===== src/rtl/data_mem_arb_pkg.sv =====
// Shared definitions for the two-port data memory arbiter: FSM encoding,
// default bus widths and requester port indices.
package data_mem_arb_pkg;

  typedef enum logic [1:0] {
    IDLE   = 2'd0,
    ACCESS = 2'd1,
    RESP   = 2'd2
  } state_t;

  localparam int DEF_DATA_W = 16;
  localparam int DEF_ADDR_W = 16;

  localparam int P_CPU = 0;
  localparam int P_DBG = 1;

endpackage


===== src/rtl/data_mem_arbiter_if.sv =====
// Bus bundle between the two requesters, the arbiter and the data memory.
// The arbiter takes the slave view; the environment (requesters + memory) takes master.
interface data_mem_arbiter_if
  import data_mem_arb_pkg::*;
#(
  parameter int DATA_W = DEF_DATA_W,
  parameter int ADDR_W = DEF_ADDR_W
);

  logic              p0_req;
  logic              p0_we;
  logic [ADDR_W-1:0] p0_addr;
  logic [DATA_W-1:0] p0_wdata;
  logic              p0_ack;
  logic [DATA_W-1:0] p0_rdata;

  logic              p1_req;
  logic              p1_we;
  logic [ADDR_W-1:0] p1_addr;
  logic [DATA_W-1:0] p1_wdata;
  logic              p1_ack;
  logic [DATA_W-1:0] p1_rdata;

  logic              mem_write_en;
  logic              mem_read_en;
  logic [ADDR_W-1:0] mem_addr;
  logic [DATA_W-1:0] mem_wdata;
  logic [DATA_W-1:0] mem_rdata;

  modport slave (
    input  p0_req, p0_we, p0_addr, p0_wdata,
    input  p1_req, p1_we, p1_addr, p1_wdata,
    input  mem_rdata,
    output p0_ack, p0_rdata, p1_ack, p1_rdata,
    output mem_write_en, mem_read_en, mem_addr, mem_wdata
  );

  modport master (
    output p0_req, p0_we, p0_addr, p0_wdata,
    output p1_req, p1_we, p1_addr, p1_wdata,
    output mem_rdata,
    input  p0_ack, p0_rdata, p1_ack, p1_rdata,
    input  mem_write_en, mem_read_en, mem_addr, mem_wdata
  );

endinterface


===== src/rtl/data_mem_arbiter_rr_arb2.sv =====
// Two-way round-robin arbiter: combinational one-hot grant, with a priority
// pointer that moves to the losing port whenever a grant is taken.
module rr_arb2 (
  input  logic       clk,
  input  logic       rst_n,
  input  logic [1:0] req,
  input  logic       advance,
  output logic [1:0] grant
);

  logic ptr;

  always_comb begin
    grant = 2'b00;
    case (req)
      2'b01:   grant = 2'b01;
      2'b10:   grant = 2'b10;
      2'b11:   grant = ptr ? 2'b10 : 2'b01;
      default: grant = 2'b00;
    endcase
  end

  // Port 0 winning hands priority to port 1 and vice versa.
  always_ff @(posedge clk or negedge rst_n) begin
    if (!rst_n) begin
      ptr <= 1'b0;
    end else if (advance && (grant != 2'b00)) begin
      ptr <= grant[0];
    end
  end

endmodule


===== src/rtl/data_mem_arbiter.sv =====
// Arbitrates a CPU port and a debug/DMA port onto one combinational-read
// data memory: IDLE latches the winner, ACCESS strobes memory, RESP acks.
module data_mem_arbiter
  import data_mem_arb_pkg::*;
#(
  parameter int DATA_W = DEF_DATA_W,
  parameter int ADDR_W = DEF_ADDR_W
) (
  input logic               clk,
  input logic               rst_n,
  data_mem_arbiter_if.slave bus
);

  state_t            state;
  logic [1:0]        req;
  logic [1:0]        grant;
  logic [1:0]        ack;
  logic              advance;
  logic              win_idx;
  logic              win_we;
  logic [ADDR_W-1:0] win_addr;
  logic [DATA_W-1:0] win_wdata;

  logic              req_idx;
  logic              req_we;
  logic [ADDR_W-1:0] req_addr;
  logic [DATA_W-1:0] req_wdata;
  logic [DATA_W-1:0] data_reg;

  assign req     = {bus.p1_req, bus.p0_req};
  assign advance = (state == IDLE) && (grant != 2'b00);

  rr_arb2 u_arb (
    .clk     (clk),
    .rst_n   (rst_n),
    .req     (req),
    .advance (advance),
    .grant   (grant)
  );

  assign win_idx   = grant[P_DBG];
  assign win_we    = win_idx ? bus.p1_we    : bus.p0_we;
  assign win_addr  = win_idx ? bus.p1_addr  : bus.p0_addr;
  assign win_wdata = win_idx ? bus.p1_wdata : bus.p0_wdata;

  always_ff @(posedge clk or negedge rst_n) begin
    if (!rst_n) begin
      state     <= IDLE;
      req_idx   <= 1'b0;
      req_we    <= 1'b0;
      req_addr  <= '0;
      req_wdata <= '0;
      data_reg  <= '0;
      ack       <= 2'b00;
    end else begin
      case (state)
        IDLE: begin
          ack <= 2'b00;
          if (advance) begin
            req_idx   <= win_idx;
            req_we    <= win_we;
            req_addr  <= win_addr;
            req_wdata <= win_wdata;
            state     <= ACCESS;
          end
        end
        ACCESS: begin
          if (!req_we) begin
            data_reg <= bus.mem_rdata;
          end
          ack   <= req_idx ? 2'b10 : 2'b01;
          state <= RESP;
        end
        RESP: begin
          ack   <= 2'b00;
          state <= IDLE;
        end
        default: begin
          ack   <= 2'b00;
          state <= IDLE;
        end
      endcase
    end
  end

  // Strobes decode straight from state so an asynchronous reset kills them at once.
  assign bus.mem_write_en = (state == ACCESS) &&  req_we;
  assign bus.mem_read_en  = (state == ACCESS) && !req_we;
  assign bus.mem_addr     = (state == ACCESS) ? req_addr  : '0;
  assign bus.mem_wdata    = (state == ACCESS) ? req_wdata : '0;

  assign bus.p0_ack   = ack[P_CPU];
  assign bus.p1_ack   = ack[P_DBG];
  assign bus.p0_rdata = (ack[P_CPU] && !req_we) ? data_reg : '0;
  assign bus.p1_rdata = (ack[P_DBG] && !req_we) ? data_reg : '0;

endmodule


===== src/flat_wrapper.sv =====
// flat-port wrapper written by rule: the top's interface ports become plain ports
module data_mem_arbiter_flat import data_mem_arb_pkg::*;
#(
  parameter int DATA_W = DEF_DATA_W,
  parameter int ADDR_W = DEF_ADDR_W
)
  (clk, rst_n, bus_p0_req, bus_p0_we, bus_p0_addr, bus_p0_wdata, bus_p1_req, bus_p1_we, bus_p1_addr, bus_p1_wdata, bus_mem_rdata, bus_p0_ack, bus_p0_rdata, bus_p1_ack, bus_p1_rdata, bus_mem_write_en, bus_mem_read_en, bus_mem_addr, bus_mem_wdata);
  data_mem_arbiter_if #(.DATA_W(DATA_W), .ADDR_W(ADDR_W)) bus_i ();
  input logic clk;
  input logic rst_n;
  input wire logic [$bits(bus_i.p0_req)-1:0] bus_p0_req;
  input wire logic [$bits(bus_i.p0_we)-1:0] bus_p0_we;
  input wire logic [$bits(bus_i.p0_addr)-1:0] bus_p0_addr;
  input wire logic [$bits(bus_i.p0_wdata)-1:0] bus_p0_wdata;
  input wire logic [$bits(bus_i.p1_req)-1:0] bus_p1_req;
  input wire logic [$bits(bus_i.p1_we)-1:0] bus_p1_we;
  input wire logic [$bits(bus_i.p1_addr)-1:0] bus_p1_addr;
  input wire logic [$bits(bus_i.p1_wdata)-1:0] bus_p1_wdata;
  input wire logic [$bits(bus_i.mem_rdata)-1:0] bus_mem_rdata;
  output wire logic [$bits(bus_i.p0_ack)-1:0] bus_p0_ack;
  output wire logic [$bits(bus_i.p0_rdata)-1:0] bus_p0_rdata;
  output wire logic [$bits(bus_i.p1_ack)-1:0] bus_p1_ack;
  output wire logic [$bits(bus_i.p1_rdata)-1:0] bus_p1_rdata;
  output wire logic [$bits(bus_i.mem_write_en)-1:0] bus_mem_write_en;
  output wire logic [$bits(bus_i.mem_read_en)-1:0] bus_mem_read_en;
  output wire logic [$bits(bus_i.mem_addr)-1:0] bus_mem_addr;
  output wire logic [$bits(bus_i.mem_wdata)-1:0] bus_mem_wdata;
  assign bus_i.p0_req = bus_p0_req;
  assign bus_i.p0_we = bus_p0_we;
  assign bus_i.p0_addr = bus_p0_addr;
  assign bus_i.p0_wdata = bus_p0_wdata;
  assign bus_i.p1_req = bus_p1_req;
  assign bus_i.p1_we = bus_p1_we;
  assign bus_i.p1_addr = bus_p1_addr;
  assign bus_i.p1_wdata = bus_p1_wdata;
  assign bus_i.mem_rdata = bus_mem_rdata;
  assign bus_p0_ack = bus_i.p0_ack;
  assign bus_p0_rdata = bus_i.p0_rdata;
  assign bus_p1_ack = bus_i.p1_ack;
  assign bus_p1_rdata = bus_i.p1_rdata;
  assign bus_mem_write_en = bus_i.mem_write_en;
  assign bus_mem_read_en = bus_i.mem_read_en;
  assign bus_mem_addr = bus_i.mem_addr;
  assign bus_mem_wdata = bus_i.mem_wdata;
  data_mem_arbiter #(.DATA_W(DATA_W), .ADDR_W(ADDR_W)) u_core (.clk(clk), .rst_n(rst_n), .bus(bus_i));
endmodule

===== config.mk =====
export PLATFORM = sky130hd
export DESIGN_NAME = data_mem_arbiter_flat
export DESIGN_NICKNAME = d
export VERILOG_FILES = /design/src/rtl/data_mem_arb_pkg.sv /design/src/rtl/data_mem_arbiter_if.sv /design/src/rtl/data_mem_arbiter_rr_arb2.sv /design/src/rtl/data_mem_arbiter.sv /design/src/flat_wrapper.sv
export SDC_FILE = /design/constraint.sdc
export NUM_CORES = 1
export LEC_CHECK = 0
export ABC_AREA = 0
export BUFFER_PORTS_ARGS = -buffer_cell sky130_fd_sc_hd__buf_2
export CAP_MARGIN = 20
export CORE_ASPECT_RATIO = 0.9
export CORE_UTILIZATION = 35
export CTS_CLUSTER_SIZE = 28
export DETAILED_ROUTE_END_ITERATION = 7
export GPL_TIMING_DRIVEN = 0
export HOLD_SLACK_MARGIN = 0.06
export PLACE_DENSITY = 0.67
export SETUP_SLACK_MARGIN = 0.4
export SLEW_MARGIN = 20
export SYNTH_ARGS = -nofsm -noshare
export SYNTH_HDL_FRONTEND = slang
export SYNTH_SLANG_ARGS = --single-unit

===== constraint.sdc =====
create_clock -name clk -period 2.11 [get_ports clk]
set_clock_uncertainty 0.2 [all_clocks]
set_input_delay 0.3165 -clock clk [delete_from_list [all_inputs] [get_ports clk]]
set_output_delay 0.3165 -clock clk [all_outputs]
set_load 0.01 [all_outputs]

==> impl_metrics.env <==
export IMPL_cp_max_fo=4
export IMPL_h_tree_depth=2
export IMPL_nets=595
export IMPL_wl_per_cell_um=16.99
export IMPL_synthCells=317
export IMPL_min_period_ns=1.922
export IMPL_crit_chain="nor2b_4, buf_4, and2_1, buf_2"
export IMPL_pwr_share_comb_pct=55.3
export IMPL_required_ns=1.59
export IMPL_synth_commonest_cells="66 x and2_1, 55 x dfrtp_1, 34 x a21oi_1"
export IMPL_slew_viol_final=0
export IMPL_seqPwrFrac_pct=32.6
export IMPL_arrival_ns=1.41
export IMPL_numPortBuffers=152
export IMPL_p_clk_share_pct=12.2
export IMPL_p_switching_mw=2.264
export IMPL_grt_use_total_pct=21.89
export IMPL_placed_area_mm2=0.003829
export IMPL_drive_gt1_share_pct=50.59
export IMPL_synth_edff_count=0
export IMPL_clock_path_buffers=2
export IMPL_cts_tree="done"
export IMPL_vias=3188
export IMPL_dp_slack_ns=0.1241
export IMPL_fmax_ghz=0.5202
export IMPL_finalCritPeriodShare_pct=91.10
export IMPL_area_delta_synth_final_pct=61.34
export IMPL_synth_largest_area_cell="dfrtp_1"
export IMPL_switching_share_pct=37.75
export IMPL_core_area_mm2=0.008107
export IMPL_cp_start_kind="flip-flop"
export IMPL_drc_errors=0
export IMPL_overflow=0
export IMPL_finalSetupTns_ns=0
export IMPL_ant_nets=0
export IMPL_power_leakage_nw=2.265
export IMPL_fillers=743
export IMPL_wl_um=10350
export IMPL_rows=31
export IMPL_synthesis_nets=403
export IMPL_max_cap_violations=0
export IMPL_pin_count=154
export IMPL_grt_pass1_wl_um=14920
export IMPL_status="complete, no violations"
export IMPL_crit_path_end_kind="output port"
export IMPL_die_area_mm2=0.008776
export IMPL_synth_most_common_cell="and2_1"
export IMPL_vias_per_cell=5.235
export IMPL_holdWs_ns=0.06683
export IMPL_slowest_delay_ns=0.48
export IMPL_ys_ff_latch=55
export IMPL_drt_iter0_drc=141
export IMPL_antenna_cells=0
export IMPL_synth_ff_type="dfrtp_1"
export IMPL_routabilityCongestion=0.7953
export IMPL_worst_slack_ns=0.1878
export IMPL_synth_area_mm2=0.002942
export IMPL_hp_class="in2reg"
export IMPL_cts_sinks=55
export IMPL_critPathSlowestCell="dfrtp_2"
export IMPL_die_w_um=98.64
export IMPL_synth_top_area_share_pct=46.79
export IMPL_synth_seq_area_share_pct=46.79
export IMPL_tightest_slew_ns=0.7072
export IMPL_p_per_area_mw_per_mm2=1264
export IMPL_insertion_delay_ns=0.30
export IMPL_synth_area_per_cell_um2=9.279
export IMPL_async_flop_share_pct=100.0
export IMPL_firstDrtPassIters=4
export IMPL_cts_root_buf="clkbuf_8"
export IMPL_yosys_warnings=0
export IMPL_path_clk_slew_ns=0.10
export IMPL_start_util_pct=36.29
export IMPL_die_h_um=88.97
export IMPL_finalInstanceArea_mm2=0.004746
export IMPL_finalHoldViolCount=0
export IMPL_dpl_hpwl_um=6291
export IMPL_cell_internal_pwr_mw=3.733
export IMPL_ys_top_cells_by_area="dfrtp_1 47%, and2_1 14%, a31oi_1 7.0%"
export IMPL_rsz0062_at_grt="true"
export IMPL_slew_limit_headroom_pct=52.86
export IMPL_setup_violations_final=0
export IMPL_numCtsBuffers=5
export IMPL_synthDistinctLibCells=22
export IMPL_peakVddDrop_uv=530.4
export IMPL_first_global_vias=3093
export IMPL_antenna_found_initial=0
export IMPL_path_class="reg2out"
export IMPL_grt_start_max_net_pins=56
==> through the flow <==
step	cells	power (mW)	util [%]
floorplan	317	3.495	-
global placement	568	4.338	47.20
detailed placement	568	4.411	47.23
CTS	605	5.644	55.09
global route	609	6.414	58.54
finish	609	5.997	58.54
==> placed cells by master (no fill, tap or decap), types with 12 or more instances in the layout <==
cell,synthesis,routed
a21oi_1,34,34
and2_4,1,36
nand3_1,33,33
dlygate4sd3_1,0,18
buf_6,6,48
mux2_2,16,12
buf_2,2,119
a31oi_1,33,33
and2_1,66,31
dfrtp_1,55,54
o21ai_0,33,33
==> power groups by stage <==
stage / combinational [mW] / sequential [mW] / clock [mW]
global placement: 2.47 / 1.87 / 0
finish: 3.31 / 1.95 / 0.729
global route: 3.61 / 2.01 / 0.792
detailed placement: 2.52 / 1.89 / 0
floorplan: 1.69 / 1.81 / 0
CTS: 3.00 / 1.90 / 0.749
==> cells by family (layout without fill, tap and decap cells) <==
kind of cell | Yosys count | count (layout) | synth area share [%]
compound gates | 102 | 102 | 19.18
buf+inv | 34 | 227 | 6.082
flops | 55 | 55 | 46.79
mux | 16 | 16 | 6.125
simple gates | 110 | 110 | 21.82
==> path summary, 6_finish.rpt <==
kind                                      start              endpoint  slack (ns)  cells after the start
worst max-delay path              u_core.req_we      bus_p1_rdata[15]        0.19                      4
worst min-delay path             bus_p1_addr[1]    u_core.req_addr[1]        0.07                      3
worst max register to register  u_core.state[1]   u_core.data_reg[15]        0.36                      7
worst min register to register   u_core.req_idx         u_core.ack[0]        0.26                      1
max in group asynchronous                 rst_n         u_core.req_we        0.81                      2
min in group asynchronous                 rst_n  u_core.req_wdata[10]        0.40                      2
==> metal layers <==
metal	vias up	track usage, %	part of all wire, %
met5	-	0	0
met4	0	6.649	2.4
met3	22	3.987	5.8
met2	143	38.86	50
met1	1521	27.64	42
li1	1502	-	-
==> final cells by class <==
cell class	count	area (um^2)	share of cell area [%]
Tap cell	99	123.9	2.610
Clock inverter	2	35.03	0.7382
Sequential cell	55	1378	29.03
Inverter	2	15.01	0.3164
Clock buffer	6	82.58	1.740
Multi-Input combinational cell	228	1519	32.01
Timing Repair Buffer	185	1350	28.45
Buffer	32	242.7	5.115
==> worst max-delay path: cells and delay by family, from the launching register on <==
| family | cells | cell delay (ns) |
|---|---|---|
| buffers and inverters | 2 | 0.28 |
| AND/OR/NAND/NOR | 2 | 0.35 |
| flip-flops | 1 | 0.48 |
==> timing repair <==
action	CTS	global route
setup endpoints to repair	89	100
gates cloned	3	1
hold endpoints to repair	71	1
resized for setup	68	63
hold buffers	17	1
pin swaps	19	2
setup buffers	9	2
(Power assumes the default switching activity.)
